File: config.mk
export PLATFORM = sky130hd
export DESIGN_NAME = mem_access_ctrl
export DESIGN_NICKNAME = d
export VERILOG_FILES = /design/src/rtl/mem_access_ctrl_pkg.sv /design/src/rtl/mem_access_ctrl_timer.sv /design/src/rtl/mem_access_ctrl.sv
export SDC_FILE = /design/constraint.sdc
export NUM_CORES = 1
export LEC_CHECK = 0
export BUFFER_PORTS_ARGS = -buffer_cell sky130_fd_sc_hd__buf_4
export CELL_PAD_IN_SITES_DETAIL_PLACEMENT = 1
export CELL_PAD_IN_SITES_GLOBAL_PLACEMENT = 1
export CORE_UTILIZATION = 39
export DETAILED_ROUTE_END_ITERATION = 6
export PLACE_DENSITY_LB_ADDON = 0.1
export SETUP_SLACK_MARGIN = 0.5
export SYNTH_ARGS = -nofsm -noshare
export SYNTH_HDL_FRONTEND = slang
export SYNTH_HIERARCHICAL = 1
export SYNTH_SLANG_ARGS = --single-unit
File: constraint.sdc
create_clock -name clk -period 2.4 [get_ports clk]
set_clock_uncertainty 0.1 [all_clocks]
set_input_delay 0.24 -clock clk [delete_from_list [all_inputs] [get_ports clk]]
set_output_delay 0.24 -clock clk [all_outputs]
set_load 0.05 [all_outputs]
File: src/rtl/mem_access_ctrl_pkg.sv
`default_nettype none
// ============================================================================
// Module  : mem_access_ctrl_pkg
// Purpose : Shared types and constants for the LC-3 memory access sequencer.
//           Holds the sequencer state encoding, the MARMUX select values and
//           the MDR input source values.
// Ports   : none (package)
// Revision: 1.0 - initial release
// ============================================================================
package mem_access_ctrl_pkg;

  // Sequencer states, 3-bit encoding.
  typedef enum logic [2:0] {
    IDLE   = 3'd0,
    ADDR   = 3'd1,
    RD_PTR = 3'd2,
    IND    = 3'd3,
    WDATA  = 3'd4,
    WR     = 3'd5,
    RD     = 3'd6,
    DONE   = 3'd7
  } state_t;

  // MARMUX select values.
  localparam logic SEL_ADDER = 1'b1;
  localparam logic SEL_ZEXT  = 1'b0;

  // MDR input source values.
  localparam logic MDR_SRC_MEM = 1'b1;
  localparam logic MDR_SRC_BUS = 1'b0;

  // States in which the sequencer waits on the memory handshake.
  function automatic logic is_wait_state(input state_t s);
    return (s == RD_PTR) || (s == RD) || (s == WR);
  endfunction

endpackage
`default_nettype wire

File: src/rtl/mem_access_ctrl_timer.sv
`default_nettype none
// ============================================================================
// Module  : mem_wait_timer
// Purpose : Counts the cycles a memory phase waits for mem_ready and flags
//           the cycle in which the wait budget is used up.
// Ports   : clk     - system clock, rising edge
//           rst_n   - asynchronous active-low reset
//           clear   - synchronous counter clear
//           cnt_en  - count this cycle (memory not ready)
//           expired - this counting cycle brings the count to TIMEOUT_CYCLES
// Revision: 1.0 - initial release
// ============================================================================
module mem_wait_timer #(
  parameter int unsigned CNT_W          = 8,
  parameter int unsigned TIMEOUT_CYCLES = 255
) (
  input  logic clk,
  input  logic rst_n,
  input  logic clear,
  input  logic cnt_en,
  output logic expired
);

  logic [CNT_W-1:0] r_count;

  always_ff @(posedge clk or negedge rst_n) begin
    if (!rst_n) begin
      r_count <= '0;
    end else if (clear) begin
      r_count <= '0;
    end else if (cnt_en) begin
      r_count <= r_count + CNT_W'(1);
    end
  end

  // Expiry is flagged in the cycle whose low mem_ready would take the count
  // to TIMEOUT_CYCLES, so the phase ends after exactly TIMEOUT_CYCLES waits.
  generate
    if (TIMEOUT_CYCLES == 0) begin : g_no_timeout
      assign expired = 1'b0;
    end else begin : g_timeout
      assign expired = cnt_en && (r_count == CNT_W'(TIMEOUT_CYCLES - 1));
    end
  endgenerate

endmodule
`default_nettype wire

File: src/rtl/mem_access_ctrl.sv
`default_nettype none
// ============================================================================
// Module  : mem_access_ctrl
// Purpose : Sequences one LC-3 memory access (LD/ST/LDR/STR/LDI/STI) through
//           the MARMUX/MAR/MDR path and the memory handshake, then pulses done.
// Ports   : clk, rst_n                   - clock / async active-low reset
//           req_valid, req_ready         - request handshake
//           req_write, req_indirect      - store / indirect (pointer) access
//           req_addr_sel                 - MARMUX select for first address
//           mem_ready                    - memory ready (R)
//           marmux_sel, gate_marmux      - MARMUX select and bus gate
//           gate_mdr, gate_alu           - MDR / ALU bus gates
//           ld_mar, ld_mdr, mdr_from_mem - MAR/MDR loads, MDR source
//           mio_en, r_w                  - memory enable and direction
//           done, err                    - completion pulse, timeout flag
// Revision: 1.0 - initial release
// ============================================================================
module mem_access_ctrl
  import mem_access_ctrl_pkg::*;
#(
  parameter int unsigned TIMEOUT_CYCLES = 255,
  parameter int unsigned CNT_W          = 8
) (
  input  logic clk,
  input  logic rst_n,
  input  logic req_valid,
  output logic req_ready,
  input  logic req_write,
  input  logic req_indirect,
  input  logic req_addr_sel,
  input  logic mem_ready,
  output logic marmux_sel,
  output logic gate_marmux,
  output logic gate_mdr,
  output logic gate_alu,
  output logic ld_mar,
  output logic ld_mdr,
  output logic mdr_from_mem,
  output logic mio_en,
  output logic r_w,
  output logic done,
  output logic err
);

  state_t r_state;
  state_t w_next_state;

  logic r_write;
  logic r_indirect;
  logic r_addr_sel;
  logic r_tmo_flag;

  logic w_in_wait;
  logic w_cnt_en;
  logic w_expired;

  assign w_in_wait = is_wait_state(r_state);
  assign w_cnt_en  = w_in_wait && !mem_ready;

  // Counter is held clear outside the wait states, which clears it on every
  // entry to RD_PTR, RD or WR.
  mem_wait_timer #(
    .CNT_W          (CNT_W),
    .TIMEOUT_CYCLES (TIMEOUT_CYCLES)
  ) u_timer (
    .clk     (clk),
    .rst_n   (rst_n),
    .clear   (!w_in_wait),
    .cnt_en  (w_cnt_en),
    .expired (w_expired)
  );

  always_ff @(posedge clk or negedge rst_n) begin
    if (!rst_n) begin
      r_state <= IDLE;
    end else begin
      r_state <= w_next_state;
    end
  end

  // Request fields and the timeout flag.
  always_ff @(posedge clk or negedge rst_n) begin
    if (!rst_n) begin
      r_write    <= 1'b0;
      r_indirect <= 1'b0;
      r_addr_sel <= 1'b0;
      r_tmo_flag <= 1'b0;
    end else begin
      if (r_state == IDLE && req_valid) begin
        r_write    <= req_write;
        r_indirect <= req_indirect;
        r_addr_sel <= req_addr_sel;
      end
      if (r_state == DONE) begin
        r_tmo_flag <= 1'b0;
      end else if (w_in_wait && w_expired) begin
        r_tmo_flag <= 1'b1;
      end
    end
  end

  // Next state and Moore output decode; ld_mdr in the read states follows
  // mem_ready directly. Every state enables at most one bus gate.
  always_comb begin
    w_next_state = r_state;
    req_ready    = 1'b0;
    marmux_sel   = SEL_ZEXT;
    gate_marmux  = 1'b0;
    gate_mdr     = 1'b0;
    gate_alu     = 1'b0;
    ld_mar       = 1'b0;
    ld_mdr       = 1'b0;
    mdr_from_mem = MDR_SRC_BUS;
    mio_en       = 1'b0;
    r_w          = 1'b0;
    done         = 1'b0;
    err          = 1'b0;

    unique case (r_state)
      IDLE: begin
        req_ready = 1'b1;
        if (req_valid) w_next_state = ADDR;
      end
      ADDR: begin
        marmux_sel  = r_addr_sel;
        gate_marmux = 1'b1;
        ld_mar      = 1'b1;
        if (r_indirect)   w_next_state = RD_PTR;
        else if (r_write) w_next_state = WDATA;
        else              w_next_state = RD;
      end
      RD_PTR, RD: begin
        mio_en       = 1'b1;
        mdr_from_mem = MDR_SRC_MEM;
        ld_mdr       = mem_ready;
        // mem_ready takes priority over a simultaneous expiry.
        if (mem_ready)      w_next_state = (r_state == RD_PTR) ? IND : DONE;
        else if (w_expired) w_next_state = DONE;
      end
      IND: begin
        gate_mdr     = 1'b1;
        ld_mar       = 1'b1;
        w_next_state = r_write ? WDATA : RD;
      end
      WDATA: begin
        gate_alu     = 1'b1;
        ld_mdr       = 1'b1;
        w_next_state = WR;
      end
      WR: begin
        mio_en = 1'b1;
        r_w    = 1'b1;
        if (mem_ready || w_expired) w_next_state = DONE;
      end
      DONE: begin
        done         = 1'b1;
        err          = r_tmo_flag;
        w_next_state = IDLE;
      end
      default: w_next_state = IDLE;
    endcase
  end

endmodule
`default_nettype wire

==> metrics.txt <==
outcome finished clean; most frequent cell after synthesis dfrtp_1; Nets 124; Crit-path slowest cell dfrtp_1; TNS Setup 0 ps; Post-DP HPWL 1470 µm; RSZ-0062 raised after global routing yes; cell mode on critical path nor2_4; clock insertion delay at the later pin of the skew report 300 ps; Residual DRC 0; CP startpoint kind register; CP Class register to register; CP endpoint kind register; Post-Syn Instances 84; fmax 0.527 GHz; P_leak around 0.55 nW; Peak VDD IR 0.949 mV; Die Height around 50 µm; synth cell count leaders dfrtp_1, nor2_1, o21ai_0; CTS tree done; Synth async-reset ratio 100%; CP Depth 8; root buf cell clkbuf_4; Final period util about four fifths; die area roughly 2400 µm²; Fin. Hold Viols 0; Synth Flop Type dfrtp_1; CTS Buf Count 3; Finished Cell Area 1180 µm²; Core Rows 16; Area growth, synth to finish 39.7%; library cells used by synthesis 33; initial antenna violation count 0; core region area around 2000 µm²; Antenna Nets Post-Route 0; # diodes 0; post-synthesis sequential area ratio 44.2%; DP Cell Count between 100 and 150; Max Slew Vio Count 0; Max Root-Sink Buffers 2; crit-path cells buf_4, and3b_4, nor2_4, nor2_4, nand4_1, nor2_2, or2_4, a221o_1; CP required 2470 ps; vias in the first global route around 730; final wirelength ~2200 µm; Die Span X just under 50 µm; CP delay by family, top simple AND/OR/NAND/NOR gates; Max-slew headroom approximately four fifths; CP arrival 1970 ps; Routability Congestion about 0.75; Clock H-tree levels 1; Pwr Density 1350 nW/µm²; final-report setup violation count 0; CP bufs+invs 1; first-pass GRT wire length about 3500 µm; 1st-iter DRT viols 17; syn avg cell area 10.1 µm²; Critical Path Max Stage Delay between 400 and 500 ps; post-synthesis net count between 90 and 100; share of cells above drive strength 1 around two fifths; Pre-antenna DRT Iters 4; Hold Crit Class primary input to register; fin cells ~140; R2R depth 8; vias per std cell between 5 and 6; Routed wire per std cell 15.7 µm; Clock Sink Count 15; pin count of the biggest net entering global routing 16; via count 765; max-cap violation count 0; Yosys top cell area share about 44%; Area after DPL between 1000 and 1500 µm²; Filler Cells Inserted ~240; Mapped Area roughly 850 µm²; Seq cells post-synth 15; final worst path period need around 1900 ps; Synth area leader dfrtp_1; Post-synth EDFFs 0; largest cells by area after synthesis dfrtp_1, nor2_1, mux2_1; Initial Util between 40% and 50%; clock-pin slew of the registers on the worst-case setup and hold paths 100 ps; worst-path fanout max 4; WHS Path Cells 2; overall routing resource usage about a fifth; global route overflow 0; IO buf count 18; Synthesis Warnings 6; Top Ports 19; worst slew pin tran slightly below 300 ps
layout make-up:
class | instances | area (µm²) | share of cell area (%)
tap | 27 | 33.8 | 2.85
inverter | 4 | 15.0 | 1.27
multi-input combinational | 60 | 472 | 39.8
sequential | 15 | 377 | 31.8
timing repair buffer | 31 | 262 | 22.1
clock buffer | 4 | 26.3 | 2.22
metrics by stage:
step / setup WS, ps / hold slack [ps] / utilization (%) / power (mW)
after CTS: 499 / 59.7 / 55.8 / 1.49
after detailed placement: 370 / 5.26 / 52.2 / 1.28
after global placement: 517 / 7.20 / 52.2 / 1.27
final: 502 / 64.2 / 59.2 / 1.60
after floorplan: 415 / -156 / - / 1.07
after global routing: 461 / 58.2 / 59.2 / 1.69
cells in the final DEF, fill, tap and decap left out, drive strengths merged, types with 2 or more instances in the layout:
cell,instances
buf,30
dfrtp,15
nor2,9
o21ai,5
inv,4
clkbuf,4
nand4,4
mux2,3
nand2b,3
nand2,3
xor2,3
or3,3
a21oi,3
and2,3
and2b,3
nor3,2
nand3,2
ha,2
what timing repair did:
item / in CTS / in global routing
pin swaps: 0 / 2
hold endpoints to repair: 15 / 0
buffers inserted: 2 / 6
gates resized for setup: 6 / 7
gates cloned: 0 / 0
hold buffers: 1 / 0
setup endpoints to repair: 10 / 8
power breakdown:
part	leakage [nW]	total (mW)	switching [mW]	internal, mW
clock	0.0150	0.150	0.0847	0.0648
sequential	0.195	0.399	0.0784	0.320
combinational	0.337	1.05	0.607	0.442
sequential cells by signal, summed over array words and instances, names as in the netlist:
register	flops
r_addr_sel	1
u_timer/r_count	8
r_indirect	1
r_tmo_flag	1
r_state	3
r_write	1
metal layers:
layer  vias up  GRT usage, %  part of all wire [%]
met5         -             0                     0
met4         0          4.41                  0.54
met3         3          5.66                   4.3
met2        18          32.6                    52
met1       387          25.1                    43
li1        357             -                     -
worst register-to-register path, stage by stage, from the launching register on:
cell and delay, ps:
dfrtp_1 420, buf_4 140, and3b_4 190, nor2_4 130, nor2_4 70, nand4_1 120, nor2_2 50, or2_4 230
a221o_1 310
kinds of logic (layout without fill, tap and decap cells):
family / Yosys count / after routing / synth area share, %
buf+inv: 9 / 39 / 5.90
flops: 15 / 15 / 44.2
xor+xnor: 4 / 4 / 4.13
fa+ha+maj: 2 / 2 / 2.95
simple gates: 37 / 37 / 27.9
mux: 4 / 4 / 5.16
compound gates: 13 / 13 / 9.73
final timing paths:
check | from | end | slack [ps]
worst max register to register | r_state[0]$_DFFE_PN0P_ | r_state[1]$_DFFE_PN0P_ | 500
worst min register to register | r_addr_sel$_DFFE_PN0P_ | r_addr_sel$_DFFE_PN0P_ | 400
min in group asynchronous | rst_n | r_tmo_flag$_DFFE_PN0P_ | 240
max in group asynchronous | rst_n | u_timer/r_count[2]$_DFFE_PN0P_ | 1760
worst min-delay path | req_addr_sel | r_addr_sel$_DFFE_PN0P_ | 60
worst max-delay path | r_state[0]$_DFFE_PN0P_ | r_state[1]$_DFFE_PN0P_ | 500
(Power assumes the default switching activity.)
